## src/rtl/clock_pkg.sv

```systemverilog
// Shared definitions for the alarm-clock setting path: FSM states, edit
// targets, field codes, BCD limits and a BCD range check.
package clock_pkg;

    typedef enum logic [2:0] {
        ST_IDLE,
        ST_EDIT_HH,
        ST_EDIT_MM,
        ST_EDIT_SS,
        ST_EDIT_PM,
        ST_COMMIT
    } state_t;

    typedef enum logic {
        TGT_TIME,
        TGT_ALARM
    } target_t;

    localparam logic [1:0] FLD_HH = 2'd0;
    localparam logic [1:0] FLD_MM = 2'd1;
    localparam logic [1:0] FLD_SS = 2'd2;
    localparam logic [1:0] FLD_PM = 2'd3;

    localparam logic [7:0] HH_MIN   = 8'h01;
    localparam logic [7:0] HH_MAX   = 8'h12;
    localparam logic [7:0] MS_MIN   = 8'h00;
    localparam logic [7:0] MS_MAX   = 8'h59;
    localparam logic [7:0] RESET_HH = 8'h12;

    // Both digits decimal and the value inside the field's legal range.
    // Plain byte compares are safe once both digits are known to be 0..9.
    function automatic logic bcd_valid(input logic [7:0] v, input logic is_hour);
        logic digits_ok;
        digits_ok = (v[7:4] <= 4'h9) && (v[3:0] <= 4'h9);
        if (is_hour)
            return digits_ok && (v >= HH_MIN) && (v <= HH_MAX);
        else
            return digits_ok && (v <= MS_MAX);
    endfunction

endpackage

```

## src/rtl/bcd_field_step.sv

```systemverilog
// One-step BCD increment/decrement with field wrap. Hours run 01..12,
// minutes/seconds 00..59. Invalid input snaps to the field minimum on any
// step; up and down together leave the value untouched.
module bcd_field_step
    import clock_pkg::*;
(
    input  logic [7:0] value,
    input  logic       up,
    input  logic       down,
    input  logic       is_hour,
    output logic [7:0] stepped
);

    // Stepped value, with wrap at the field limits and per-digit BCD carry.
    always_comb begin
        stepped = value;
        if (up ^ down) begin
            if (!bcd_valid(value, is_hour)) begin
                stepped = is_hour ? HH_MIN : MS_MIN;
            end else if (up) begin
                if (is_hour && value == HH_MAX)
                    stepped = HH_MIN;
                else if (!is_hour && value == MS_MAX)
                    stepped = MS_MIN;
                else if (value[3:0] == 4'h9)
                    stepped = {value[7:4] + 4'h1, 4'h0};
                else
                    stepped = {value[7:4], value[3:0] + 4'h1};
            end else begin
                if (is_hour && value == HH_MIN)
                    stepped = HH_MAX;
                else if (!is_hour && value == MS_MIN)
                    stepped = MS_MAX;
                else if (value[3:0] == 4'h0)
                    stepped = {value[7:4] - 4'h1, 4'h9};
                else
                    stepped = {value[7:4], value[3:0] - 4'h1};
            end
        end
    end

endmodule

```

## src/rtl/time_set_ctrl.sv

```systemverilog
// Time/alarm setting controller. Edits a shadow copy of hh:mm:ss + PM one
// field at a time from single-cycle button pulses, then issues a one-cycle
// load strobe to the clock core (time) or the alarm registers.
//
//   state      | meaning
//   -----------+---------------------------------------------------------
//   ST_IDLE    | waiting for set_req / alarm_req, no strobe
//   ST_EDIT_HH | editing hours (01..12)
//   ST_EDIT_MM | editing minutes (00..59)
//   ST_EDIT_SS | editing seconds (00..59)
//   ST_EDIT_PM | editing PM flag (toggle)
//   ST_COMMIT  | one cycle, load_time or load_alarm high, then idle
module time_set_ctrl
    import clock_pkg::*;
#(
    parameter int TIMEOUT_S = 30
) (
    input  logic       clk_1s,
    input  logic       reset,
    input  logic       set_req,
    input  logic       alarm_req,
    input  logic       next,
    input  logic       inc,
    input  logic       dec,
    input  logic       cancel,
    input  logic [7:0] cur_hh,
    input  logic [7:0] cur_mm,
    input  logic [7:0] cur_ss,
    input  logic       cur_pm,
    output logic [7:0] hh_load,
    output logic [7:0] mm_load,
    output logic [7:0] ss_load,
    output logic       pm_load,
    output logic       load_time,
    output logic       load_alarm,
    output logic       editing,
    output logic [1:0] field
);

    // Abort fires when the count of earlier quiet cycles reaches this value,
    // i.e. on the TIMEOUT_S-th consecutive quiet cycle itself.
    localparam logic [5:0] TO_LAST = 6'(TIMEOUT_S - 1);

    state_t     state;
    target_t    target;
    logic [5:0] tmo_cnt;
    logic [7:0] step_in;
    logic [7:0] step_out;
    logic       step_hour;

    // Route the field being edited into the shared stepper.
    always_comb begin
        step_in   = hh_load;
        step_hour = 1'b0;
        case (state)
            ST_EDIT_HH: begin
                step_in   = hh_load;
                step_hour = 1'b1;
            end
            ST_EDIT_MM: step_in = mm_load;
            ST_EDIT_SS: step_in = ss_load;
            default: ;
        endcase
    end

    bcd_field_step u_step (
        .value   (step_in),
        .up      (inc),
        .down    (dec),
        .is_hour (step_hour),
        .stepped (step_out)
    );

    // Edit FSM with shadow registers, timeout counter and registered outputs.
    always_ff @(posedge clk_1s) begin
        if (reset) begin
            state      <= ST_IDLE;
            target     <= TGT_TIME;
            tmo_cnt    <= 6'd0;
            hh_load    <= RESET_HH;
            mm_load    <= MS_MIN;
            ss_load    <= MS_MIN;
            pm_load    <= 1'b0;
            load_time  <= 1'b0;
            load_alarm <= 1'b0;
            editing    <= 1'b0;
            field      <= FLD_HH;
        end else begin
            load_time  <= 1'b0;
            load_alarm <= 1'b0;
            case (state)
                ST_IDLE: begin
                    tmo_cnt <= 6'd0;
                    if (set_req) begin
                        hh_load <= cur_hh;
                        mm_load <= cur_mm;
                        ss_load <= cur_ss;
                        pm_load <= cur_pm;
                        target  <= TGT_TIME;
                        state   <= ST_EDIT_HH;
                        editing <= 1'b1;
                        field   <= FLD_HH;
                    end else if (alarm_req) begin
                        hh_load <= RESET_HH;
                        mm_load <= MS_MIN;
                        ss_load <= MS_MIN;
                        pm_load <= 1'b0;
                        target  <= TGT_ALARM;
                        state   <= ST_EDIT_HH;
                        editing <= 1'b1;
                        field   <= FLD_HH;
                    end
                end

                ST_EDIT_HH, ST_EDIT_MM, ST_EDIT_SS, ST_EDIT_PM: begin
                    if (cancel) begin
                        state   <= ST_IDLE;
                        editing <= 1'b0;
                        field   <= FLD_HH;
                        tmo_cnt <= 6'd0;
                    end else if (next || inc || dec) begin
                        tmo_cnt <= 6'd0;
                        // The step lands first; an accompanying next then
                        // moves on with the already-stepped value.
                        case (state)
                            ST_EDIT_HH: hh_load <= step_out;
                            ST_EDIT_MM: mm_load <= step_out;
                            ST_EDIT_SS: ss_load <= step_out;
                            ST_EDIT_PM: if (inc ^ dec) pm_load <= ~pm_load;
                            default: ;
                        endcase
                        if (next) begin
                            case (state)
                                ST_EDIT_HH: begin
                                    state <= ST_EDIT_MM;
                                    field <= FLD_MM;
                                end
                                ST_EDIT_MM: begin
                                    state <= ST_EDIT_SS;
                                    field <= FLD_SS;
                                end
                                ST_EDIT_SS: begin
                                    state <= ST_EDIT_PM;
                                    field <= FLD_PM;
                                end
                                ST_EDIT_PM: begin
                                    state      <= ST_COMMIT;
                                    editing    <= 1'b0;
                                    field      <= FLD_HH;
                                    load_time  <= (target == TGT_TIME);
                                    load_alarm <= (target == TGT_ALARM);
                                end
                                default: ;
                            endcase
                        end
                    end else if (tmo_cnt == TO_LAST) begin
                        state   <= ST_IDLE;
                        editing <= 1'b0;
                        field   <= FLD_HH;
                        tmo_cnt <= 6'd0;
                    end else begin
                        tmo_cnt <= tmo_cnt + 6'd1;
                    end
                end

                ST_COMMIT: state <= ST_IDLE;

                default: state <= ST_IDLE;
            endcase
        end
    end

endmodule

```

## config.mk

```make
export PLATFORM = sky130hd
export DESIGN_NAME = time_set_ctrl
export DESIGN_NICKNAME = d
export VERILOG_FILES = /design/src/rtl/clock_pkg.sv /design/src/rtl/bcd_field_step.sv /design/src/rtl/time_set_ctrl.sv
export SDC_FILE = /design/constraint.sdc
export NUM_CORES = 1
export LEC_CHECK = 0
export CORE_ASPECT_RATIO = 0.9
export CORE_MARGIN = 1.5
export CORE_UTILIZATION = 55
export CTS_CLUSTER_DIAMETER = 50
export DETAILED_ROUTE_END_ITERATION = 8
export PLACE_DENSITY = 0.95
export SYNTH_ARGS = -nofsm -noshare
export SYNTH_HDL_FRONTEND = slang
export SYNTH_HIERARCHICAL = 1
export SYNTH_SLANG_ARGS = --single-unit
```

## constraint.sdc

```tcl
create_clock -name clk_1s -period 6.4 [get_ports clk_1s]
set_input_delay 1.28 -clock clk_1s [delete_from_list [all_inputs] [get_ports clk_1s]]
set_output_delay 1.28 -clock clk_1s [all_outputs]
set_load 0.01 [all_outputs]
```

== After elaboration in Yosys (flattened, before gate mapping) ==
Index checks and enable logic that the tools add are counted.

* Equal/unequal tests: 21
* Reductions and logical operators: 26
* Mux-type cells: 67
* Add/subtract/negate cells: 5
* $lt $le $gt $ge: 5
* Bitwise logic cells: 7

{| class="wikitable"
|+ Operator list
! kind !! number
|-
| two-way mux 8 bit || 23
|-
| one-hot mux 8 bit (2 select lines) || 4
|-
| AND reduction 5 bit || 5
|-
| two-way mux 1 bit || 18
|-
| two-way mux 3 bit || 6
|-
| two-way mux 6 bit || 3
|-
| inequality test 2 bit (second input constant) || 7
|-
| two-way mux 2 bit || 6
|-
| inequality test 4 bit (second input constant) || 3
|-
| one-hot mux 3 bit (4 select lines) || 1
|-
| one-hot mux 6 bit (2 select lines) || 1
|-
| adder 4 x 1 -> 4 bit (second input constant) || 2
|-
| == test 8 x 1 -> 1 bit (second input constant) || 1
|-
| == test 8 x 5 -> 1 bit (second input constant) || 1
|-
| == test 8 x 7 -> 1 bit (second input constant) || 1
|-
| >= comparator 8 x 1 -> 1 bit (second input constant) || 1
|-
| <= comparator 4 bit (second input constant) || 2
|-
| <= comparator 8 x 5 -> 1 bit (second input constant) || 1
|-
| <= comparator 8 x 7 -> 1 bit (second input constant) || 1
|-
| logical AND 1 bit || 8
|-
| zero test 8 bit || 1
|-
| one-hot mux 2 bit (4 select lines) || 1
|-
| subtractor 4 x 1 -> 4 bit (second input constant) || 2
|-
| inequality test 7 bit (second input constant) || 1
|-
| 22 further kinds || 31
|}

* Output and inout bits: 30
* Bits of input ports: 33
* Bits in registers: 40

== Longest topological paths before layout ==
Gate-level depths: netlist (run 1).

* Depth after elaboration: 14
* Depth in mapped cells: 16

== Hierarchy ==
The synthesis (run 1) kept the hierarchy.

{| class="wikitable"
|+ Modules (own cells, without submodules)
! module !! cells each !! sequential area each (sq um) !! times used !! area each (sq um)
|-
| time_set_ctrl || 259 || 800.8 || 1 || 2214.6
|-
| bcd_field_step || 105 || 0.0 || 1 || 802.0
|}

== Worst setup path after synthesis (run 1) ==
No wires, ideal clock.

* Path type: register to register
* Start point: register state[0]
* End point: register hh_load[2]
* Arrival time: 3303 ps
* Library setup time: 86 ps
* Buffers on the path: 2
* Slack: 3012 ps
* Cell stages (with the launch flop): 15
* Period minus slack after synthesis: 3388 ps
* Cells stage by stage: dfxtp_1 buf_6 clkbuf_1 mux2i_1 o21ai_0 inv_1 ha_1 or4b_1 o2bb2ai_1 o32ai_4 nand2_4 o32ai_2 and3_1 a21oi_1 a211oi_1

* Longest elaborated chain between the ends: 14
* Elaborated cells on any way between the ends: 51
* Classes of those cells: 2 x add/sub; 5 x order compare; 12 x eq/ne; 17 x mux; 15 x reduce/logical

{| class="wikitable"
|+ RTL lines
! what !! line !! source
|-
| from (decl) || time_set_ctrl.sv:44 || <nowiki>state_t state;</nowiki>
|-
| from (signal assigned) || time_set_ctrl.sv:77 || <nowiki>state <= ST_IDLE;</nowiki>
|-
| from (signal assigned) || time_set_ctrl.sv:100 || <nowiki>state <= ST_EDIT_HH;</nowiki>
|-
| from (signal assigned) || time_set_ctrl.sv:109 || <nowiki>state <= ST_EDIT_HH;</nowiki>
|-
| == test 3 x 2 -> 1 bit || time_set_ctrl.sv:55 || <nowiki>case (state)</nowiki>
|-
| one-hot mux 8 bit (2 select lines) (*) || time_set_ctrl.sv:55 ||
|-
| via step_in[4] || time_set_ctrl.sv:47 || <nowiki>logic [7:0] step_in;</nowiki>
|-
| parallel branches: the longest is 6 deep, another holds >= comparator 8 x 1 -> 1 bit || - ||
|-
| two-way mux 8 bit (*) || bcd_field_step.sv:18 || <nowiki>if (!bcd_valid(value, is_hour)) begin</nowiki>
|-
| two-way mux 8 bit (*) || bcd_field_step.sv:17 || <nowiki>if (up ^ down) begin</nowiki>
|-
| via step_out[2] || time_set_ctrl.sv:48 || <nowiki>logic [7:0] step_out;</nowiki>
|-
| two-way mux 8 bit (*) || time_set_ctrl.sv:125 || <nowiki>case (state)</nowiki>
|-
| two-way mux 8 bit (*) || time_set_ctrl.sv:121 || <nowiki>end else if (next || inc || dec) begin</nowiki>
|-
| two-way mux 8 bit (*) || time_set_ctrl.sv:116 || <nowiki>if (cancel) begin</nowiki>
|-
| one-hot mux 8 bit (2 select lines) (*) || time_set_ctrl.sv:91 || <nowiki>case (state)</nowiki>
|-
| to (signal assigned) || time_set_ctrl.sv:95 || <nowiki>hh_load <= cur_hh;</nowiki>
|-
| to (signal assigned) || time_set_ctrl.sv:126 || <nowiki>ST_EDIT_HH: hh_load <= step_out;</nowiki>
|-
| to (decl) || time_set_ctrl.sv:30 || <nowiki>output logic [7:0] hh_load,</nowiki>
|}

Mark *: on every way through the listed nets, which the timed path passes. The select of a mux whose other input is x is not followed.
A chain may end at the register's enable or synchronous reset.

== Final worst setup path (run 1) ==
* Start point: register state[2]
* End point: register mm_load[2]

* Longest elaborated chain between the ends: 14
* Elaborated cells on any way between the ends: 51
* Classes of those cells: 2 x add/sub; 5 x order compare; 12 x eq/ne; 17 x mux; 15 x reduce/logical

{| class="wikitable"
|+ RTL lines
! what !! line !! source
|-
| == test 3 x 2 -> 1 bit || time_set_ctrl.sv:55 ||
|-
| one-hot mux 8 bit (2 select lines) (*) || time_set_ctrl.sv:55 ||
|-
| via step_in[4] || time_set_ctrl.sv:47 ||
|-
| parallel branches: the longest is 6 deep, another holds >= comparator 8 x 1 -> 1 bit || - ||
|-
| two-way mux 8 bit (*) || bcd_field_step.sv:18 ||
|-
| two-way mux 8 bit (*) || bcd_field_step.sv:17 ||
|-
| via step_out[2] || time_set_ctrl.sv:48 ||
|-
| two-way mux 8 bit (*) || time_set_ctrl.sv:125 ||
|-
| two-way mux 8 bit (*) || time_set_ctrl.sv:121 ||
|-
| two-way mux 8 bit (*) || time_set_ctrl.sv:116 ||
|-
| one-hot mux 8 bit (2 select lines) (*) || time_set_ctrl.sv:91 ||
|-
| to (signal assigned) || time_set_ctrl.sv:96 || <nowiki>mm_load <= cur_mm;</nowiki>
|-
| to (signal assigned) || time_set_ctrl.sv:127 || <nowiki>ST_EDIT_MM: mm_load <= step_out;</nowiki>
|-
| to (decl) || time_set_ctrl.sv:31 || <nowiki>output logic [7:0] mm_load,</nowiki>
|}

Marks and branches as above.

==> run metrics, run 1 <==
# IOs 63; outcome completed; peak supply drop 0.000192 V; core area 0.00526 mm^2; IO Port Bufs 62; die height 73.3 um; Max Cap Viol 0; flops & latches, synth 40; Crit. End Element flip-flop; Critical Path, Cell by Cell inv_1 > nand2_1 > o21ai_0 > inv_1 > ha_1 > or4b_1 > o2bb2ai_1 > o32ai_4 > nand2_4 > o32ai_2 > and3_1 > a21oi_1 > a211oi_1; post-route ant nets 0; Clock Sinks 40; diode count 0; Setup Buffers After CTS 0; syn nets 402; number of flops mapped to enable cells by yosys 0; Post-DP Area 0.00359 mm^2; CP max stage delay 680 ps; layout cells sized above 1 12.1%; Final Cell Area 0.00368 mm^2; Worst slew margin 38.4%; drt initial violations 455; Reg clk slew, reported paths 80 ps; antenna violations before repair 0; vias 3172; power density over the cells 252 mW/mm^2; CTS resizes 0; fin nets 451; Clock Latency Late Sink 300 ps; Inserted Clock Buffers 5; FMAX 0.236 GHz; total negative setup slack 0 ps; RSZ-0062 raised after global routing no; main flop type after synthesis dfxtp_1; vias in the first global route 2893; Pre-antenna DRT Iters 6; r2r startpoint state[2]; register area 801 um^2; Initial Util 57.4%; leakage power figure 1.30 nW; Synth warnings 6; Fillers 400; Site Rows 25; CTS root buf clkbuf_8; CTS Hold Buffers Added 0; CTS H-tree lvls 2; global-route wire length before repair 13.9 mm; CTS tree yes; Crit path max-delay family compound AO/OA/AOI/OAI gates; final worst-path cycle share 66.3%; WL/cell 18.1 um; area grow syn2layout 21.9%; RD Place Congestion 0.998; minimum clock period 4240 ps; gr ovfl total 0; Setup Crit Path Kind flip-flop to flip-flop; footprint of the multi-input gates 0.00198 mm^2; crit path from state[2]; vias per cell 6.59; Post-Syn Instances 364; HPWL after DPL 6.32 mm; Die Width 81.1 um; sequential area share after synthesis 26.5%; worst endpoint required time 6610 ps; crit path max fanout 17; DRC viols 0; Arrival @ worst endpoint 4450 ps; Worst-Margin Slew 923 ps; Final setup viols 0; Min-Delay Path Class flip-flop to flip-flop; Post-synth ARST share 0%; Routed WL 8.71 mm; Synth cell types 76; Post-Synthesis Cell Area 0.00302 mm^2; max-slew violations 0; gr usage total 30.0%; startpoint types flip-flop; worst hold start field[1]; clk_skew 5.27 ps; largest net degree at the start of global routing 35; die area 0.00594 mm^2; Most common cell on crit path inv_1; Mean Syn Cell Area 8.29 um^2; Final Hold Fails 0; Buf/Inv on CP 2; CTS Buffer Depth 2; slowest CP cell o21ai_0
[worst min-delay path, stage by stage, from the launching register on]
cell     delay (ps)
dfxtp_1         320
nand2_1          50
mux2i_1          60
[final timing paths]
kind                            depth (start not counted)    endpoint  slack, ps
worst max-delay path                                   13  mm_load[2]       2160
worst min-delay path                                    2    field[1]        470
worst max register to register                         13  mm_load[2]       2160
worst min register to register                          2    field[1]        470
[power by group]
group | switching, mW | total, mW | leakage, nW | internal (mW)
clock | 0.0952 | 0.171 | 0.0479 | 0.0761
sequential | 0.0324 | 0.312 | 0.329 | 0.279
combinational | 0.248 | 0.442 | 0.925 | 0.194
[synth_stat cells (all sizes together) (2+ instances only)]
| master | instances | area share, % |
|---|---|---|
| a21oi | 54 | 9.0 |
| dfxtp | 40 | 27 |
| nand2 | 28 | 3.7 |
| a211oi | 26 | 7.6 |
| nor2 | 19 | 2.4 |
| o21ai | 17 | 3.2 |
| buf | 15 | 3.7 |
| clkbuf | 13 | 2.7 |
| inv | 12 | 1.5 |
| and3 | 9 | 1.9 |
| mux2i | 9 | 3.0 |
| and2 | 8 | 1.7 |
| xnor2 | 8 | 2.3 |
| nor3 | 7 | 1.7 |
| nand3 | 6 | 1.0 |
| o22ai | 6 | 1.7 |
| or2 | 6 | 1.2 |
| a31oi | 5 | 1.0 |
| ha | 5 | 2.1 |
| nor4 | 5 | 1.7 |
| o32ai | 5 | 2.3 |
| nand4 | 4 | 0.83 |
| or3 | 4 | 1.0 |
| a21boi | 3 | 1.1 |
| a311oi | 3 | 1.1 |
| nor2b | 3 | 0.62 |
| o211ai | 3 | 0.75 |
| o31a | 3 | 0.91 |
| a22o | 2 | 0.58 |
| a31o | 2 | 0.58 |
| and4bb | 2 | 0.83 |
| nand2b | 2 | 0.41 |
| nor4b | 2 | 0.79 |
| o21a | 2 | 0.50 |
| o221ai | 2 | 0.58 |
| o2bb2ai | 2 | 0.58 |
| or3b | 2 | 0.58 |
| or4b | 2 | 0.66 |
| xor2 | 2 | 0.58 |
[cells in the final DEF (no fill, tap or decap), types with 4 or more instances in the layout]
master,synthesis,layout
a211oi_1,19,19
a211oi_2,7,7
a21oi_1,54,54
a31oi_1,5,5
and2_1,8,8
and3_1,9,9
buf_4,2,8
clkbuf_8,3,5
clkdlybuf4s50_1,0,62
dfxtp_1,40,40
ha_1,5,5
inv_1,12,12
mux2i_1,9,9
nand2_1,27,27
nand3_1,6,6
nand4_1,4,4
nor2_1,19,19
nor3_1,5,5
o21ai_0,14,13
o22ai_1,5,5
or2_2,4,4
xnor2_1,8,8
[registers in the layout, indices dropped and copies added (netlist names)]
name / count
pm_load: 1
state: 3
load_alarm: 1
mm_load: 8
field: 2
ss_load: 8
target: 1
tmo_cnt: 6
editing: 1
load_time: 1
hh_load: 8
[cell families after synthesis]
kind of cell	Yosys count	synth area share [%]
AOI/OAI and AO/OA	150	36.4
xor gates and xnor gates	10	2.90
adders and majority gates	5	2.07
buffers and inverters	40	7.84
DFF	40	26.5
muxes	9	2.99
and+or+nand+nor	110	21.3
[stage by stage]
step	worst slack [ps]	power, mW	cells	util [%]	hold slack (ps)
6_report	2160	0.925	481	70.0	466
5_1_grt	1790	0.974	481	70.0	481
4_1_cts	2260	0.914	481	70.0	466
3_5_place_dp	2290	0.746	473	68.3	453
3_3_place_gp	2300	0.742	473	68.3	439
2_1_floorplan	3010	0.612	364	-	413
[layout make-up]
cell class | count | area share [%]
Clock buffer | 5 | 1.87
Clock inverter | 3 | 0.510
Inverter | 12 | 1.22
Multi-Input combinational cell | 284 | 53.8
Sequential cell | 40 | 21.8
Tap cell | 67 | 2.28
Timing Repair Buffer | 70 | 18.5
[metal layers]
layer / up-vias / part of all wire [%] / track usage, %
met4: 0 / 1.6 / 8.81
met5: - / 0 / 0
met2: 185 / 48 / 50.1
li1: 1476 / - / -
met1: 1488 / 42 / 39.7
met3: 23 / 8.2 / 5.22
No activity file was read; power rests on OpenSTA's default activity.
==> run 2: changes to the inputs <==
CORE_UTILIZATION = 47   (was 55)
PLACE_DENSITY = 0.89   (was 0.95)
clock period = 3.63 ns   (was 6.4 ns; I/O delays follow)
==> run 2 against run 1 <==
Worst hold slack lost 19 ps. Combinational power grew 83%. Global-route usage shrank 4.0 points. Total power up 86%. Via count up 1.6%. Clock power is 110% higher. Routed wire length increased by 4.4%. Largest cell class unchanged.
==> run metrics, run 2 (synthesized netlist as in run 1, its figures left out) <==
die height 79.0 um (was 73.3 um); diode count 0 (unchanged); slowest CP cell dfxtp_1 (was o21ai_0); Min-Delay Path Class flip-flop to flip-flop (unchanged); Comb pwr share 47.0% (was 47.8%); CP max stage delay 580 ps (was 680 ps); global-route wire length before repair 14.3 mm (was 13.9 mm); Final Hold Fails 0 (unchanged); minimum clock period 3370 ps (was 4240 ps); Inserted Clock Buffers 5 (unchanged); r2r startpoint state[0] (was state[2]); WL/cell 17.7 um (was 18.1 um); Sequential Power Share 31.7% (was 33.7%); gr ovfl total 0 (unchanged); Internal 1.05 mW (was 549 uW); Reg clk slew, reported paths 80 ps (about the same); worst endpoint required time 3840 ps (was 6610 ps); Reg2Reg Capture Point hh_load[6] (was mm_load[2]); DRC viols 0 (unchanged); vias in the first global route 2854 (was 2893); sw frac 38.6% (was 40.6%); vias per cell 6.28 (was 6.59); power density over the cells 451 mW/mm^2 (was 252 mW/mm^2); HPWL after DPL 6.79 mm (was 6.32 mm); Crit. End Element flip-flop (unchanged); pre-CTS WS 338 ps (was 2290 ps); worst hold start target (was field[1]); total chip power 1.72 mW (was 925 uW); CTS resizes 0 (unchanged); CTS root buf clkbuf_8 (unchanged); drt initial violations 318 (was 455); Final setup viols 0 (unchanged); Worst-Margin Slew 877 ps (was 923 ps); Psw 664 uW (was 376 uW); Pre-antenna DRT Iters 5 (was 6); setup ws final 261 ps (was 2160 ps); RSZ-0062 raised after global routing no (unchanged); Arrival @ worst endpoint 3580 ps (was 4450 ps); leakage power figure 1.37 nW (was 1.30 nW); peak supply drop 0.000247 V (was 0.000192 V); crit path from state[0] (was state[2]); Max Cap Viol 0 (unchanged); most frequent cells in the layout clkdlybuf4s50_1 (62), a21oi_1 (54), dfxtp_1 (40) (unchanged); final worst-path cycle share 92.8% (was 66.3%); CTS tree yes (unchanged); startpoint types flip-flop (unchanged); crit path max fanout 8 (was 17); # IOs 63 (unchanged); R2R setup slack 260 ps (was 2160 ps); Die Width 87.5 um (was 81.1 um); largest net degree at the start of global routing 32 (was 35); clk_skew 10.5 ps (was 5.27 ps); Clock Sinks 40 (unchanged); worst hold slack 448 ps (was 466 ps); core area 0.00615 mm^2 (was 0.00526 mm^2); Setup Crit Path Kind flip-flop to flip-flop (unchanged); vias 3222 (was 3172); FMAX 0.297 GHz (was 0.236 GHz); Site Rows 27 (was 25); layout cells sized above 1 14.3% (was 12.1%); antenna violations before repair 0 (unchanged); fin nets 463 (was 451); outcome completed (unchanged); Reg2Reg Depth 12 (was 13); CTS H-tree lvls 2 (unchanged); Worst slew margin 41.5% (was 38.4%); Largest regs hh_load x8, mm_load x8, ss_load x8 (unchanged); IO Port Bufs 62 (unchanged); Crit path max-delay family compound AO/OA/AOI/OAI gates (unchanged); total negative setup slack 0 ps (unchanged); Setup Buffers After CTS 0 (unchanged); Critical Path, Cell by Cell mux2i_1 > o21ai_0 > inv_1 > ha_1 > or4b_1 > o2bb2ai_1 > o32ai_4 > nand2_4 > a221oi_2 > and3_1 > a21oi_1 > a211oi_1 (was inv_1 > nand2_1 > o21ai_0 > inv_1 > ha_1 > or4b_1 > o2bb2ai_1 > o32ai_4 > nand2_4 > o32ai_2 > and3_1 > a21oi_1 > a211oi_1); max-slew violations 0 (unchanged); Hold Crit Depth 1 (was 2); Buf/Inv on CP 1 (was 2); post-route ant nets 0 (unchanged); Routed WL 9.09 mm (was 8.71 mm); Initial Util 49.1% (was 57.4%); die area 0.00691 mm^2 (was 0.00594 mm^2); Hold EP load_time (was field[1]); Clock Latency Late Sink 300 ps (about the same); gr usage total 26.0% (was 30.0%); clock power share 21.3% (was 18.5%); RD Place Congestion 1.05 (was 0.998); CTS Hold Buffers Added 0 (unchanged); CTS Buffer Depth 2 (unchanged); commonest non-fill, non-tap cell in the layout clkdlybuf4s50_1 (unchanged); area grow syn2layout 26.4% (was 21.9%)
[run 2: changes by cell type in the layout (fill, tap and decap cells not counted)]
cell	delta
clkbuf_1	+1
buf_4	+12
bufinv_16	+1
clkinv_2	-1
clkinv_4	-1
[run 2: worst register-to-register path, delay by kind of cell (launching register included)]
kind	cells	cell delay [ps]
flops	1	580
compound gates	6	1510
mux	1	140
buf+inv	1	150
fa+ha+maj	1	290
simple gates	3	640
[run 2: layout make-up]
type	count	area, um^2
clock buffers	6	72.6
flip-flops and latches	40	801
multi-input cells	284	1980
well taps	87	109
inverters	12	45.0
fillers	545	2340
repair buffers	82	771
clock inverters	2	35.0
[run 2: through the flow]
stage                     cells  cell area, um^2  utilization [%]
after floorplan             364             3020                -
after global placement      505             3700             60.3
after detailed placement    505             3700             60.3
after CTS                   513             3810             62.0
after global routing        513             3810             62.0
final                       513             3810             62.0
[run 2: power by group through the flow]
| stage | logic [mW] | registers (mW) | clock network, mW |
|---|---|---|---|
| 2_1_floorplan | 0.522 | 0.558 | 0 |
| 3_3_place_gp | 0.784 | 0.552 | 0 |
| 3_5_place_dp | 0.787 | 0.552 | 0 |
| 4_1_cts | 0.792 | 0.543 | 0.371 |
| 5_1_grt | 0.865 | 0.550 | 0.387 |
| 6_report | 0.808 | 0.545 | 0.365 |
[run 2: how the worst max path moves through the flow]
stage | endpoint | slack (ps) | cells past startpoint
final | hh_load[6] | 260 | 12
after global routing | ss_load[6] | 40 | 12
after CTS | ss_load[6] | 320 | 12
after detailed placement | ss_load[6] | 340 | 8
after global placement | ss_load[6] | 380 | 12
after floorplan | hh_load[2] | 240 | 14
[run 2: metal layers]
metal / wire length (um) / track usage (%) / vias to the layer above
li1: - / - / 1501
met1: 3910 / 36.1 / 1507
met2: 4270 / 42.5 / 192
met3: 793 / 3.85 / 22
met4: 121 / 5.56 / 0
met5: 0 / 0 / -
==> run 3: changes to the inputs <==
MAX_ROUTING_LAYER = met4   (was unset)
SETUP_SLACK_MARGIN = 0.15   (was unset)
==> run 3 against run 2 <==
Critical endpoint is now hh_load[4]. Cell count shrank 0.19%. Highest routed layer unchanged. Clock-buffer cell count grew 1. Register-to-register slack gained 140 ps. Via count shrank 0.25%.
==> run metrics, run 3 (synthesized netlist as in run 1, its figures left out) <==
largest net degree at the start of global routing 32 (unchanged); Largest regs hh_load x8, mm_load x8, ss_load x8 (unchanged); WL/cell 18.5 um (was 17.7 um); FMAX 0.310 GHz (was 0.297 GHz); commonest non-fill, non-tap cell in the layout clkdlybuf4s50_1 (unchanged); area grow syn2layout 27.1% (was 26.4%); register area 802 um^2 (was 801 um^2); total negative setup slack 0 ps (unchanged); fin nets 462 (was 463); Min-Delay Path Class flip-flop to flip-flop (unchanged); Non-Filler Instances 512 (was 513); power density over the cells 462 mW/mm^2 (was 451 mW/mm^2); clk_skew 8.95 ps (was 10.5 ps); vias in the first global route 3087 (was 2854); die height 79.0 um (unchanged); layout cells sized above 1 15.3% (was 14.3%); worst hold slack 447 ps (was 448 ps); Setup Crit Path Kind flip-flop to flip-flop (unchanged); Fillers 520 (was 545); slowest CP cell or3b_1 (was dfxtp_1); CTS Buffer Depth 2 (unchanged); Arrival @ worst endpoint 3400 ps (was 3580 ps); gr ovfl total 0 (unchanged); Site Rows 27 (unchanged); RSZ-0062 raised after global routing no (unchanged); DRC viols 0 (unchanged); Max Cap Viol 0 (unchanged); max-slew violations 0 (unchanged); core area 0.00615 mm^2 (unchanged); die area 0.00691 mm^2 (unchanged); pre-CTS WS 247 ps (was 338 ps); Die Width 87.5 um (unchanged); drt initial violations 353 (was 318); most frequent cells in the layout clkdlybuf4s50_1 (62), a21oi_1 (54), dfxtp_1 (39) (was clkdlybuf4s50_1 (62), a21oi_1 (54), dfxtp_1 (40)); Setup Buffers After CTS 0 (unchanged); Clock Latency Late Sink 300 ps (about the same); antenna violations before repair 0 (unchanged); Final Hold Fails 0 (unchanged); Inserted Clock Buffers 5 (unchanged); leakage power figure 1.38 nW (was 1.37 nW); Worst-Margin Slew 917 ps (was 877 ps); worst endpoint required time 3800 ps (was 3840 ps); vias per cell 6.28 (about the same); HPWL after DPL 7.08 mm (was 6.79 mm); peak supply drop 0.000227 V (was 0.000247 V); post-layout util 62.4% (was 62.0%); Clock Sinks 40 (unchanged); Critical Path, Cell by Cell buf_4 > mux2i_1 > o21ai_0 > or3b_1 > nor4_4 > o311ai_1 > a41oi_2 > o22ai_1 > and3_1 > o211ai_1 > nand3_1 (was mux2i_1 > o21ai_0 > inv_1 > ha_1 > or4b_1 > o2bb2ai_1 > o32ai_4 > nand2_4 > a221oi_2 > and3_1 > a21oi_1 > a211oi_1); Final setup viols 0 (unchanged); IO Port Bufs 62 (unchanged); CTS root buf clkbuf_8 (unchanged); R2R setup slack 400 ps (was 260 ps); global-route wire length before repair 15.1 mm (was 14.3 mm); total chip power 1.77 mW (was 1.72 mW); final worst-path cycle share 88.9% (was 92.8%); post-route ant nets 0 (unchanged); startpoint types flip-flop (unchanged); gr usage total 28.2% (was 26.0%); Pre-antenna DRT Iters 5 (unchanged); CP max stage delay 560 ps (was 580 ps); RD Place Congestion 0.997 (was 1.05); setup ws final 402 ps (was 261 ps); Initial Util 49.1% (unchanged); crit path max fanout 12 (was 8); Post-DP Area 0.00370 mm^2 (about the same); placed cells 504 (was 505); CTS tree yes (unchanged); outcome completed (unchanged); Routed WL 9.50 mm (was 9.09 mm); # IOs 63 (unchanged); diode count 0 (unchanged); vias 3214 (was 3222); footprint of the multi-input gates 0.00199 mm^2 (was 0.00198 mm^2); Final Cell Area 0.00383 mm^2 (was 0.00381 mm^2); Crit. End Element flip-flop (unchanged); minimum clock period 3230 ps (was 3370 ps); Reg clk slew, reported paths 80 ps (about the same); CTS H-tree lvls 2 (unchanged); Worst slew margin 38.9% (was 41.5%)
## run 3: cell count changes in the layout (fill, tap and decap cells not counted), sizes merged
cell and change:
clkbuf +1, buf -1, clkinv -1
## run 3: path summary, 6_finish.rpt
| check | cells past startpoint | start | to |
|---|---|---|---|
| setup / recovery | 11 | state[0] | hh_load[4] |
| hold / removal | 1 | target | load_time |
| setup reg to reg | 11 | state[0] | hh_load[4] |
| hold reg to reg | 1 | target | load_time |
## run 3: final cells by class
class                   instances  share of cell area [%]
flip-flops and latches         40                    20.9
clock buffers                   7                    2.51
inverters                      12                    1.17
well taps                      87                    2.84
clock inverters                 1                   0.783
multi-input cells             284                    51.9
repair buffers                 81                    19.9
## run 3: report_power, final
part	internal, mW	total (mW)	switching (mW)
registers	0.493	0.549	0.0560
logic	0.358	0.819	0.461
clock network	0.243	0.402	0.159
## run 3: worst max-delay path, delay by kind of cell (launching register included)
family          cells  cell delay [ps]
compound gates      5              860
flops               1              480
simple gates        4             1270
mux                 1              240
buf+inv             1              250
## run 3: what timing repair did
item,4_1_cts,5_1_grt
endpoints found under the setup margin,0,24
hold buffers,0,0
gates resized for setup,0,6
## run 3: layer usage
layer  vias up  track usage (%)  wire length (um)
li1       1497                -                 -
met1      1503             37.1              4120
met2       188             44.3              4400
met3        26             5.41               800
met4         0             7.78               171
met5         -                -                 0
